## src/rtl/lc3_pkg.sv

```systemverilog
// lc3_pkg
//   Shared constants and mux encodings for the LC-3 style datapath blocks.
//   Contents:
//     DATA_W     - datapath / register width
//     NUM_REGS   - number of general-purpose registers
//     RESET_NZP  - condition codes after reset (Z set)
//     drmux_e    - destination-register select encodings
//     sr1mux_e   - SR1 read-port select encodings
package lc3_pkg;

  localparam int         DATA_W    = 16;
  localparam int         NUM_REGS  = 8;
  localparam logic [2:0] RESET_NZP = 3'b010;

  typedef enum logic [1:0] {
    DR_IR11_9 = 2'b00,
    DR_R7     = 2'b01,
    DR_R6     = 2'b10,
    DR_RSVD   = 2'b11
  } drmux_e;

  typedef enum logic [1:0] {
    SR1_IR11_9 = 2'b00,
    SR1_IR8_6  = 2'b01,
    SR1_R6     = 2'b10,
    SR1_RSVD   = 2'b11
  } sr1mux_e;

endpackage

```

## src/rtl/nzp_logic.sv

```systemverilog
// nzp_logic
//   Combinational N/Z/P classification of a two's-complement value.
//   Exactly one output is high for any input value.
//   Ports:
//     value_i  [W-1:0]  value to classify
//     n_o               value is negative
//     z_o               value is zero
//     p_o               value is strictly positive
module nzp_logic #(
  parameter int W = 16
) (
  input  logic [W-1:0] value_i,
  output logic         n_o,
  output logic         z_o,
  output logic         p_o
);

  logic is_zero;

  assign is_zero = (value_i == '0);
  assign n_o     = value_i[W-1];
  assign z_o     = is_zero;
  assign p_o     = ~value_i[W-1] & ~is_zero;

endmodule

```

## src/rtl/reg_file_cc.sv

```systemverilog
// reg_file_cc
//   General-purpose register file (R0-R7), ALU operand muxes, NZP condition
//   codes and the BEN branch-enable flag. Reads are combinational from the
//   registered state (no write-to-read bypass); all loads take one edge.
//   Ports:
//     i_Clk      system clock, rising edge
//     i_Rst_n    asynchronous active-low reset
//     i_Bus      write-back data and condition-code source
//     i_IR       current instruction register
//     i_LD_REG   write i_Bus into the register chosen by i_DRMUX
//     i_DRMUX    00 IR[11:9], 01 R7, 10 R6, 11 no write
//     i_SR1MUX   00 IR[11:9], 01 IR[8:6], 10 R6, 11 R0
//     i_LD_CC    load NZP from i_Bus
//     i_LD_BEN   load BEN from IR[11:9] and the current NZP
//     o_SR1_Out  R[sr1]
//     o_SR2_Out  sext(IR[4:0]) when IR[5]=1, else R[IR[2:0]]
//     o_N/o_Z/o_P condition-code flags
//     o_BEN      branch-enable flag
module reg_file_cc #(
  parameter int         DATA_W    = lc3_pkg::DATA_W,
  parameter int         NUM_REGS  = lc3_pkg::NUM_REGS,
  parameter logic [2:0] RESET_NZP = lc3_pkg::RESET_NZP
) (
  input  logic              i_Clk,
  input  logic              i_Rst_n,
  input  logic [DATA_W-1:0] i_Bus,
  input  logic [15:0]       i_IR,
  input  logic              i_LD_REG,
  input  logic [1:0]        i_DRMUX,
  input  logic [1:0]        i_SR1MUX,
  input  logic              i_LD_CC,
  input  logic              i_LD_BEN,
  output logic [DATA_W-1:0] o_SR1_Out,
  output logic [DATA_W-1:0] o_SR2_Out,
  output logic              o_N,
  output logic              o_Z,
  output logic              o_P,
  output logic              o_BEN
);

  import lc3_pkg::*;

  localparam int IDX_W = $clog2(NUM_REGS);

  logic [DATA_W-1:0] regs_q [NUM_REGS];
  logic [DATA_W-1:0] regs_d [NUM_REGS];
  logic [2:0]        nzp_q, nzp_d;
  logic              ben_q, ben_d;

  logic              wr_en;
  logic [IDX_W-1:0]  wr_idx;
  logic [IDX_W-1:0]  sr1_idx;
  logic [IDX_W-1:0]  sr2_idx;
  logic              bus_n, bus_z, bus_p;
  logic              ben_next;

  // Destination decode; the reserved encoding suppresses the write entirely.
  always_comb begin
    wr_en  = 1'b1;
    wr_idx = '0;
    case (drmux_e'(i_DRMUX))
      DR_IR11_9: wr_idx = IDX_W'(i_IR[11:9]);
      DR_R7:     wr_idx = IDX_W'(7);
      DR_R6:     wr_idx = IDX_W'(6);
      default:   wr_en  = 1'b0;
    endcase
  end

  always_comb begin
    regs_d = regs_q;
    if (i_LD_REG && wr_en) begin
      regs_d[wr_idx] = i_Bus;
    end
  end

  nzp_logic #(
    .W (DATA_W)
  ) u_nzp_logic (
    .value_i (i_Bus),
    .n_o     (bus_n),
    .z_o     (bus_z),
    .p_o     (bus_p)
  );

  // BEN samples nzp_q, i.e. the flags held before this edge, so a
  // simultaneous CC load does not affect the branch decision.
  assign ben_next = (i_IR[11] & nzp_q[2]) |
                    (i_IR[10] & nzp_q[1]) |
                    (i_IR[9]  & nzp_q[0]);

  always_comb begin
    nzp_d = nzp_q;
    ben_d = ben_q;
    if (i_LD_CC) begin
      nzp_d = {bus_n, bus_z, bus_p};
    end
    if (i_LD_BEN) begin
      ben_d = ben_next;
    end
  end

  always_ff @(posedge i_Clk or negedge i_Rst_n) begin
    if (!i_Rst_n) begin
      for (int k = 0; k < NUM_REGS; k++) begin
        regs_q[k] <= '0;
      end
      nzp_q <= RESET_NZP;
      ben_q <= 1'b0;
    end else begin
      regs_q <= regs_d;
      nzp_q  <= nzp_d;
      ben_q  <= ben_d;
    end
  end

  // Reserved SR1 select falls back to R0.
  always_comb begin
    sr1_idx = '0;
    case (sr1mux_e'(i_SR1MUX))
      SR1_IR11_9: sr1_idx = IDX_W'(i_IR[11:9]);
      SR1_IR8_6:  sr1_idx = IDX_W'(i_IR[8:6]);
      SR1_R6:     sr1_idx = IDX_W'(6);
      default:    sr1_idx = '0;
    endcase
  end

  assign sr2_idx   = IDX_W'(i_IR[2:0]);
  assign o_SR1_Out = regs_q[sr1_idx];
  assign o_SR2_Out = i_IR[5] ? {{(DATA_W-5){i_IR[4]}}, i_IR[4:0]}
                             : regs_q[sr2_idx];

  assign o_N   = nzp_q[2];
  assign o_Z   = nzp_q[1];
  assign o_P   = nzp_q[0];
  assign o_BEN = ben_q;

endmodule

```

## config.mk

```make
export PLATFORM = sky130hd
export DESIGN_NAME = reg_file_cc
export DESIGN_NICKNAME = d
export VERILOG_FILES = /design/src/rtl/lc3_pkg.sv /design/src/rtl/nzp_logic.sv /design/src/rtl/reg_file_cc.sv
export SDC_FILE = /design/constraint.sdc
export NUM_CORES = 1
export LEC_CHECK = 0
export CORE_ASPECT_RATIO = 1.25
export CORE_UTILIZATION = 44
export DETAILED_ROUTE_END_ITERATION = 16
export HOLD_SLACK_MARGIN = 0.12
export PLACE_DENSITY = 0.73
export SLEW_MARGIN = 20
export SYNTH_ARGS = -nofsm -noshare
export SYNTH_HDL_FRONTEND = slang
export SYNTH_SLANG_ARGS = --single-unit
```

## constraint.sdc

```tcl
create_clock -name i_Clk -period 3.5 [get_ports i_Clk]
set_input_delay 0.7 -clock i_Clk [delete_from_list [all_inputs] [get_ports i_Clk]]
set_output_delay 0.7 -clock i_Clk [all_outputs]
set_load 0.1 [all_outputs]
```

# Yosys cells after proc, flatten, opt, wreduce, memory -nomap -nowiden
# Index checks and enable logic that the tools add are counted.
# word_totals
output_inout_bits,36
elab_cells,48
ff_bits,132
# classes
order_cmp,4
n_eq_ne,4
reduce_logical,6
mux,13
n_bitwise,11
# ops
operator,count
128-bit bitwise mux,1
16-bit binary-select mux with 3-bit select,2
16-bit 2-to-1 mux,6
16-bit demux with 3-bit select,1
3-bit case mux with 3 select lines,2
16-bit logical NOT,1
"4-bit >= comparator, second input constant",3
3-bit inverter with 4-bit output,3
1-bit AND,4
"2-bit by 1-bit == test with 1-bit output, second input constant",2
"2-bit == test, second input constant",2
2-bit logical NOT,2
"4-bit by 1-bit < comparator with 1-bit output, second input constant",1
3-bit OR reduction,1
1-bit logical AND,2
1-bit inverter,2
1-bit OR,2
1-bit 2-to-1 mux,1

# Logic depth before layout (Yosys ltp)
# depth
word_depth,8
depth_mapped,10
ltp_nobuf,7

# Modules after synthesis
# A second synthesis with hierarchy kept.
# hier_totals
cells_unflattened,677
area_unflattened_um2,8227.9
# modules_own_cells
mod,n_inst,area_each_um2,cells_per_inst,seq_area_each_um2
reg_file_cc,1,8177.8,670,3304.4
nzp_logic,1,50.0,7,0.0

# Least setup slack after synthesis
# OpenSTA, ideal clock, no wires.
# synth_path
path_kind,input -> output
start,in i_SR1MUX[0]
end,out o_SR1_Out[10]
n_path_buf,3
arrival_time_ns,3.697
slack_ns,-0.897
t_required_ns,2.800
path_stages,7
path_cell_list,buf_2 > or2_2 > buf_2 > a21oi_2 > clkbuf_1 > o221ai_1 > a31oi_1
# synth_via
elab_chain_len,6
elab_cells_between_ends,8
# synth_lines
item,line,source
from (decl),reg_file_cc.sv:30,"input logic [1:0] i_SR1MUX,"
"2-bit == test, or another cell as far along",reg_file_cc.sv:119,case (sr1mux_e'(i_SR1MUX))
3-bit case mux with 3 select lines (*),reg_file_cc.sv:119,
3-bit inverter with 4-bit output (not written as such) (*),reg_file_cc.sv:128,assign o_SR1_Out = regs_q[sr1_idx];
16-bit binary-select mux with 3-bit select (*),reg_file_cc.sv:128,
16-bit 2-to-1 mux (not written as such) (*) (2 in series),reg_file_cc.sv:128,
to (decl),reg_file_cc.sv:33,"output logic [DATA_W-1:0] o_SR1_Out,"
# Every way passes the cells marked *; elsewhere a longest branch is shown, timed or not. The select of a mux whose other input is x is not followed.

# Worst setup path in the final report
# layout_path
start,in i_IR[10]
end,out o_SR1_Out[9]
# layout_via
elab_chain_len,5
# layout_lines
item,line,source
from (decl),reg_file_cc.sv:27,"input logic [15:0] i_IR,"
3-bit case mux with 3 select lines,reg_file_cc.sv:119,
3-bit inverter with 4-bit output (not written as such),reg_file_cc.sv:128,
16-bit binary-select mux with 3-bit select,reg_file_cc.sv:128,
16-bit 2-to-1 mux (not written as such) (2 in series),reg_file_cc.sv:128,
# No other way between the ends. The select of a mux whose other input is x is not followed.

==> impl_metrics.ini <==
[pwr]
swShare = 0.3464
p_sw_mw = 2.103
internal-power_mw = 3.969
clkPwrFrac = 0.289
cellPowerDensity_nw_per_um2 = 563.3
power_mw = 6.072
irDropWorstVdd_mv = 0.3892
p_leak_nw = 4.477
comb_power_share = 0.357
seq_power_share = 0.354

[die]
rows = 55
die_h_um = 154.8
core_area_sq_um = 18170
die_area_sq_um = 19230
dieWidth_um = 124.2
initial_core_util = 0.4524
pin_count = 77

[global_routing]
grt_util_all_layers = 0.2724
antenna_found_initial = 0
grt_pass1_vias = 6886
grt_pass1_wl_um = 40350
grt_overflow = 0
grt_max_degree = 62

[place]
placed_area_sq_um = 10090
dp_cells = 972
io_buffers = 72
routabilityCongestion = 0.8656
dpl.hpwl_um = 16460

[clocking]
cts_buffer_depth = 2
clk_pin_slew_ns = 0.05
clk-insertion-delay-late_ns = 0.42
root_buffer = clkbuf_16
cts_setup_buffers = 0
clock_sinks = 132
cts_made_buffers = 17
cts_max_level = 4
cts_tree = built

[synthesis]
yosysSeqAreaShare = 0.4020
ys.warnings.count = 0
yosys.area_share.simple = 0.03882
synthMuxAreaShare = 0.3550
synth_top_family_by_area = multiplexers
yosysTopAreaCell = dfrtp_1
synth_common_cells = mux2_2, dfrtp_1, mux2i_1, o22ai_1, clkbuf_1
synthCells = 677
synth-edff-count = 0
yosys.area_share.adder = 0.003045
synth_nets = 720
synth_compound_area_frac = 0.1658
yosysMostFrequentCell = mux2_2
yosysUniqueCellTypes = 43
synthTopCellsByArea = dfrtp_1, mux2_2, mux4_2
async_flop_share = 1.000
postSynthAreaPerCell_sq_um = 12.14
synth.top_cell.area_share = 0.3988
synth_xor_area_frac = 0
netlist_area_sq_um = 8219
ys.flop_type = dfrtp_1
ys_ff_latch = 132

[route]
vias_per_cell = 6.819
drt-total-wl_um = 25380
drc = 0
ant_nets = 0
wl_per_cell_um = 25.38
drtPass1Iterations = 5
num_vias = 6819
drt-initial-drc-count = 708

[sta]
fmax_mhz = 288.1
finalHoldViolations = 0
post-route-min-period_ns = 3.471
rsz0062_at_grt = true
finClkSkew_ns = 0.002413
setup_viol = 0
tightest_slew_ns = 0.9709
max_slew_margin = 0.3507
timing.final.crit_share = 0.9916
timing.setup.tns_ns = 0
final_max_slew_viol_count = 0

[worst_setup_path]
crit_family = buffers and inverters
reg2reg_slack_ns = 2.50
path_common_cell = buf_12
cp_cell_sequence = clkdlybuf4s50_1 > or2_2 > buf_4 > buf_12 > o22ai_1 > a22oi_2 > a211oi_2 > a31oi_4 > buf_12
crit_type = input pin to output port
cpMaxStageDelayCell = clkdlybuf4s50_1
crit_arrival_ns = 2.77
worst-path-buf-inv = 4
r2r.worst_path.cells = 2
crit_path_max_incr_delay_ns = 0.45
required_ns = 2.80
r2r-start = nzp_q[2]$_DFFE_PN0P_
reg2reg_to = o_BEN$_DFFE_PN0P_
critPathMaxFanout = 27
end_kind = output port
crit_path_start_kind = input pin

[final_layout]
finalNonFillerCells = 1000
syn_to_final_growth_pct = 31.15
diodes = 0
final_area_sq_um = 10780
drive_gt1_frac = 0.4689
final_nets = 806

[flow_run]
drv_cap = 0

[outcome]
status = finished clean

[worst_hold_path]
worstHoldPathType = input pin to async pin
==> layer usage <==
layer	track usage	up-vias	share of wire
li1	-	2891	-
met1	0.3516	3507	0.40
met2	0.4391	359	0.49
met3	0.05292	62	0.074
met4	0.1325	0	0.037
met5	0	-	0
==> state kept, by name, indices dropped and copies added, names as in the netlist <==
name and flops:
o_BEN 1, regs_q 128, nzp_q 3
==> power groups by stage <==
stage	clock network (mW)	logic, mW	registers [mW]
3_3_place_gp	0	2.08	2.11
3_5_place_dp	0	2.13	2.15
4_1_cts	1.76	2.15	2.13
2_1_floorplan	0	1.46	2.09
5_1_grt	1.84	2.27	2.19
6_report	1.75	2.17	2.15
==> cells by family after synthesis <==
kind of cell / Yosys count
compound gates: 185
fa+ha+maj: 2
buf+inv: 68
flops: 132
mux: 229
simple gates: 61
==> per-stage QoR <==
step | hold WS, ns | setup WS, ns | util
5_1_grt | 0.4307 | -0.02199 | 0.5933
3_3_place_gp | 0.5135 | -0.1598 | 0.5555
2_1_floorplan | 0.4044 | 0.05088 | -
3_5_place_dp | 0.5290 | -0.1304 | 0.5555
4_1_cts | 0.4123 | -0.006651 | 0.5886
6_report | 0.3703 | 0.02923 | 0.5933
==> worst max-delay path by stage <==
stage               cells after the start  slack [ns]   startpoint             to
CTS                                     9      -0.007     i_IR[10]  o_SR1_Out[11]
global placement                        8       -0.16     i_IR[10]   o_SR1_Out[5]
detailed placement                      8       -0.13     i_IR[10]   o_SR1_Out[5]
floorplan                               7        0.05  i_SR1MUX[0]  o_SR1_Out[14]
global route                            9       -0.02     i_IR[10]   o_SR1_Out[9]
finish                                  9        0.03     i_IR[10]   o_SR1_Out[9]
==> final cells by class <==
| class | count | area (sq um) |
|---|---|---|
| timing repair buffer | 131 | 1599 |
| multi-input combinational | 477 | 5002 |
| fill | 1438 | 7388 |
| clock buffer | 23 | 498.0 |
| clock inverter | 5 | 75.07 |
| inverter | 4 | 15.01 |
| tap | 228 | 285.3 |
| sequential | 132 | 3304 |
==> layout by cell type, fill, tap and decap left out, types with 16 or more instances in the layout <==
master and n:
a211oi_1 27, a31oi_4 16, buf_12 41, buf_4 49, clkbuf_16 17, clkdlybuf4s50_1 36, dfrtp_1 131, mux2_2 140
mux2i_1 47, mux4_2 32, o221ai_1 16, o22a_1 16, o22ai_1 46
==> worst reg2reg max path, stage by stage (launching register included) <==
cell	delay, ns
dfrtp_1	0.39
a222oi_1	0.37
a21oi_1	0.11
==> timing repair <==
action                     4_1_cts  5_1_grt
setup endpoints to repair       16       13
gates resized for setup          6       18
hold buffers                     0        0
pin swaps                        0        4
No activity file was read; power rests on OpenSTA's default activity.
